**src/rtl/register_file_scanner.sv**
```systemverilog
// Register file scanner: walks every entry of a small register file, captures
// each one onto the LEDs together with its address, and holds it for a fixed
// dwell time. Supports a single pass or continuous scanning, with a
// start/busy/done handshake to the board top level.
module register_file_scanner #(
    parameter int DATA_WIDTH   = 4,
    parameter int ADDR_WIDTH   = 2,
    parameter int DWELL_CYCLES = 25000000,
    parameter int CNT_WIDTH    = 25
) (
    input  logic                  clk,
    input  logic                  clr_n,
    input  logic                  start,
    input  logic                  cont,
    input  logic [DATA_WIDTH-1:0] rd_data,
    output logic [ADDR_WIDTH-1:0] r_address,
    output logic [DATA_WIDTH-1:0] led_data,
    output logic [ADDR_WIDTH-1:0] led_addr,
    output logic                  valid,
    output logic                  busy,
    output logic                  done
);

    typedef enum logic [1:0] {
        IDLE  = 2'd0,
        FETCH = 2'd1,
        HOLD  = 2'd2,
        DONE  = 2'd3
    } state_t;

    localparam logic [CNT_WIDTH-1:0]  DWELL_LAST = CNT_WIDTH'(DWELL_CYCLES - 1);
    localparam logic [ADDR_WIDTH-1:0] ADDR_LAST  = '1;

    state_t                  state_q;
    logic [CNT_WIDTH-1:0]    cnt_q;
    logic [ADDR_WIDTH-1:0]   r_address_q;
    logic [DATA_WIDTH-1:0]   led_data_q;
    logic [ADDR_WIDTH-1:0]   led_addr_q;
    logic                    valid_q;
    logic                    busy_q;
    logic                    done_q;

    logic                    dwell_end_d;
    logic                    last_entry_d;
    logic [ADDR_WIDTH-1:0]   addr_inc_d;

    // Decode the end of a dwell period, the last entry, and the next address
    // (the increment wraps naturally, which also covers continuous rescans).
    always_comb begin
        dwell_end_d  = (cnt_q == DWELL_LAST);
        last_entry_d = (r_address_q == ADDR_LAST);
        addr_inc_d   = r_address_q + ADDR_WIDTH'(1);
    end

    // Scan sequencer: all state and outputs are registered here.
    always_ff @(posedge clk) begin
        if (!clr_n) begin
            state_q     <= IDLE;
            cnt_q       <= '0;
            r_address_q <= '0;
            led_data_q  <= '0;
            led_addr_q  <= '0;
            valid_q     <= 1'b0;
            busy_q      <= 1'b0;
            done_q      <= 1'b0;
        end else begin
            case (state_q)
                IDLE: begin
                    done_q <= 1'b0;
                    if (start) begin
                        state_q     <= FETCH;
                        r_address_q <= '0;
                        busy_q      <= 1'b1;
                    end else begin
                        busy_q <= 1'b0;
                    end
                end
                FETCH: begin
                    // The address has been stable for one cycle, so the
                    // combinational read data is settled and can be captured.
                    led_data_q <= rd_data;
                    led_addr_q <= r_address_q;
                    valid_q    <= 1'b1;
                    cnt_q      <= '0;
                    state_q    <= HOLD;
                end
                HOLD: begin
                    if (dwell_end_d) begin
                        if (!last_entry_d || cont) begin
                            r_address_q <= addr_inc_d;
                            state_q     <= FETCH;
                        end else begin
                            busy_q  <= 1'b0;
                            done_q  <= 1'b1;
                            state_q <= DONE;
                        end
                    end else begin
                        cnt_q <= cnt_q + CNT_WIDTH'(1);
                    end
                end
                DONE: begin
                    // start is deliberately ignored here; a held start
                    // re-triggers from IDLE on the following edge.
                    done_q  <= 1'b0;
                    state_q <= IDLE;
                end
                default: begin
                    state_q <= IDLE;
                    busy_q  <= 1'b0;
                    done_q  <= 1'b0;
                end
            endcase
        end
    end

    assign r_address = r_address_q;
    assign led_data  = led_data_q;
    assign led_addr  = led_addr_q;
    assign valid     = valid_q;
    assign busy      = busy_q;
    assign done      = done_q;

endmodule

```
**config.mk**
```make
export PLATFORM = sky130hd
export DESIGN_NAME = register_file_scanner
export DESIGN_NICKNAME = d
export VERILOG_FILES = /design/src/rtl/register_file_scanner.sv
export SDC_FILE = /design/constraint.sdc
export NUM_CORES = 1
export LEC_CHECK = 0
export CORE_ASPECT_RATIO = 1.1
export CORE_MARGIN = 4
export CORE_UTILIZATION = 52
export DETAILED_ROUTE_END_ITERATION = 16
export PLACE_DENSITY = 0.74
export SETUP_SLACK_MARGIN = 0.3
export SLEW_MARGIN = 20
export SYNTH_ARGS = -nofsm -noshare
export SYNTH_HDL_FRONTEND = slang
export SYNTH_SLANG_ARGS = --single-unit
```
**constraint.sdc**
```tcl
create_clock -name clk -period 2.14 [get_ports clk]
set_input_delay 0.642 -clock clk [delete_from_list [all_inputs] [get_ports clk]]
set_output_delay 0.642 -clock clk [all_outputs]
set_load 0.01 [all_outputs]
```
==> impl_results.md <==
- Status: completed
- P_int: about 1.3 mW
- # port buffers: 18
- CTS tree: done
- DPL Wire Length: 3485 µm
- Worst skew pair latency: 0.29 ns
- Peak supply drop: 0.0003919 V
- Final setup violation count: 0
- Mapped Area: between 2000 and 2500 µm²
- Via count: about 1900
- Clk_skew: 0.007353 ns
- DRT antenna net count: 0
- Worst Hold Class: flop to flop
- R2R setup slack: approximately 0.37 ns
- Vias in the first global route: between 1500 and 2000
- Post-Syn Instances: around 240
- Clock power share: about 33%
- Worst Hold Endpoint: valid
- Antenna diode count: 0
- Setup TNS: 0 ns
- Worst setup SP type: flop
- Post-layout minimum cycle time: 1.774 ns
- Largest area contributor in the netlist: dfxtp_1
- Grt ovf: 0
- Seq cells post-synth: 38
- Utilization after layout: 69.20%
- Standard-cell rows: 23
- Seq pwr share: 41.1%
- CP arrival: between 1.5 and 2 ns
- Detailed Route WL: 4986 µm
- Combinational fraction of design power: 25.6%
- Root buffer cell: clkbuf_8
- Placer Congestion: ~0.85
- Least-Margin Pin Slew: between 0.4 and 0.5 ns
- Final Power: 1.857 mW
- Setup crit start: cnt_q[6]
- Syn_area_per_cell: 8.821 µm²
- Switch share: 29.05%
- Top Ports: 19
- Clk pin slew, worst setup/hold paths: 0.07 ns
- Final hold vios: 0
- CTS HTree Levels: 2
- Die X: 68.59 µm
- Antenna violations before repair: 0
- Final Max Slew Viols: 0
- Largest net degree at the start of global routing: 34
- Layout fillers: 302
- R2R depth: 6
- Gr usage total: 21.69%
- Cells after DPL: between 300 and 400
- Worst R2R Start: cnt_q[6]
- Lkg Pwr: 1.082 nW
- First-pass GRT wire length: about 8400 µm
- R2R Path End: r_address[1]
- Total number of yosys warnings: 0
- Setup WS post-layout: 0.3657 ns
- Synth Net Count: approximately 250
- Fin crit share: between 80% and 90%
- Core ar.: 3770 µm²
- Total CTS buffers: 5
- Area share of the largest cell type after synthesis: 36.23%
- RSZ-0062 raised after global routing: true
- DR iter-0 viols: 154
- CTS sink cnt: 38
- Sw power: 0.5393 mW
- Max Cap Viol: 0
- Hold depth: 1
- Area Overhead vs Synth: 24.25%
- WS Path Type: flop to flop
- Initial Util: 55.69%
- Wire length per cell: 15.73 µm
- Drc violations: 0
- Pre-CTS setup slack: 0.06080 ns
- Fin cells: 317
- Top cells by area, synth: dfxtp_1 (36%), mux2i_1 (6.7%), nand3_1 (4.8%)
- Cell area after layout: roughly 2600 µm²
- Crit-path max FO: 6
- Hold Crit Start: valid
- Hold slack: about 0.46 ns
- Drt pass-1 iters: 4
- Placed inst area: 2376 µm²
- Die height: 74.64 µm
- Sequential area share after synthesis: 36.23%
- Ratio of cells with drive above 1 in the final layout: between 10% and 20%
- Clock buffer depth: 2
- Nets: 281
- Req. time, crit path: 2.31 ns
- Yosys cell types: 52
- Power per Cell Area: 711.7 nW/µm²
- F_max: 563.6 MHz
- Routed vias/inst: between 6 and 7
- Crit end category: flop
- Slew headroom: 72.24%
- Die area: about 5100 µm²
[power by group through the flow]
stage / logic [mW] / clock network [mW] / registers [mW]
floorplan: 0.275 / 0 / 0.784
global placement: 0.456 / 0 / 0.777
detailed placement: 0.459 / 0 / 0.777
CTS: 0.475 / 0.626 / 0.762
global route: 0.511 / 0.664 / 0.767
finish: 0.476 / 0.618 / 0.763
[worst max-delay path, stage by stage (launching register included)]
cell and delay (ns):
dfxtp_1 0.40, nor4b_4 0.34, nand4_2 0.13, buf_4 0.19, or2_4 0.26, o31ai_4 0.21
o211ai_1 0.12
[logic make-up (layout without fill, tap and decap cells)]
| group | Yosys count | after routing | synth area share (%) |
|---|---|---|---|
| flip-flops | 38 | 38 | 36.23 |
| multiplexers | 14 | 14 | 6.674 |
| AND/OR/NAND/NOR | 116 | 116 | 32.24 |
| XOR/XNOR | 2 | 2 | 0.8345 |
| adder cells (fa/ha/maj) | 6 | 6 | 3.576 |
| AO/OA/AOI/OAI | 46 | 46 | 17.34 |
| buffers and inverters | 16 | 45 | 3.099 |
[worst max-delay path by stage]
stage,end,cells past startpoint
after global routing,r_address[1],6
after floorplan,cnt_q[13],7
after global placement,cnt_q[23],6
final,r_address[1],6
after detailed placement,cnt_q[23],6
after CTS,cnt_q[16],6
[synthesized netlist by cell type, drive strengths merged]
| master | count |
|---|---|
| o31ai | 4 |
| a21boi | 2 |
| o22ai | 1 |
| o211ai | 6 |
| or4 | 3 |
| a31o | 1 |
| or2 | 3 |
| nand2 | 25 |
| nor2b | 8 |
| dfxtp | 38 |
| nor3 | 10 |
| and4 | 5 |
| nor4b | 3 |
| o311a | 1 |
| mux2i | 14 |
| nand3 | 21 |
| buf | 5 |
| o21ai | 10 |
| o21a | 2 |
| nand3b | 2 |
| a311oi | 1 |
| nand4 | 8 |
| a21oi | 4 |
| xnor2 | 2 |
| a211oi | 2 |
| o311ai | 1 |
| a41o | 3 |
| nand2b | 9 |
| nor4 | 2 |
| and2 | 2 |
| nor2 | 10 |
| and3 | 5 |
| a31oi | 5 |
| ha | 6 |
| o2111ai | 3 |
| inv | 7 |
| clkbuf | 4 |
[registers in the layout, summed over array words and instances, names as in the netlist]
register / count
busy: 1
r_address: 2
state_q: 2
led_addr: 2
done: 1
led_data: 4
cnt_q: 25
valid: 1
[metal layers]
metal	share of wire (%)	routed length, µm	vias up	GRT usage (%)
li1	-	-	946	-
met1	46	2309	902	27.62
met2	48	2399	51	34.99
met3	4.1	203	7	5.672
met4	1.4	72	0	8.168
met5	0	0	-	0
[cell usage in the layout, fill, tap and decap left out, types with 4 or more instances in the layout]
| cell type | n |
|---|---|
| dfxtp_1 | 33 |
| nand2_1 | 25 |
| nand3_1 | 20 |
| mux2i_1 | 14 |
| buf_4 | 12 |
| nor2_1 | 9 |
| nand2b_1 | 9 |
| dlymetal6s2s_1 | 9 |
| nor2b_1 | 8 |
| o21ai_0 | 8 |
| nor3_1 | 7 |
| inv_1 | 6 |
| nand4_1 | 6 |
| o211ai_1 | 6 |
| clkbuf_8 | 6 |
| clkdlybuf4s50_1 | 6 |
| and3_1 | 5 |
| dfxtp_2 | 5 |
| a31oi_1 | 4 |
| ha_1 | 4 |
[repair_timing]
| item | in CTS | in global routing |
|---|---|---|
| cloned | 0 | 0 |
| setup buffers | 3 | 2 |
| endpoints found under the setup margin | 22 | 33 |
| hold buffers | 0 | 0 |
| pin swaps | 1 | 3 |
| resized for setup | 10 | 20 |
| hold endpoints to repair | 0 | 0 |
[layout make-up]
class	instances	area [µm²]	area share, %
sequential	38	767.0	29.40
tap	50	62.56	2.398
clock buffer	6	82.58	3.165
clock inverter	1	30.03	1.151
inverter	7	26.28	1.007
multi-input combinational	184	1331	51.03
timing repair buffer	31	309.0	11.85
Power figures use the tool's default switching activity.
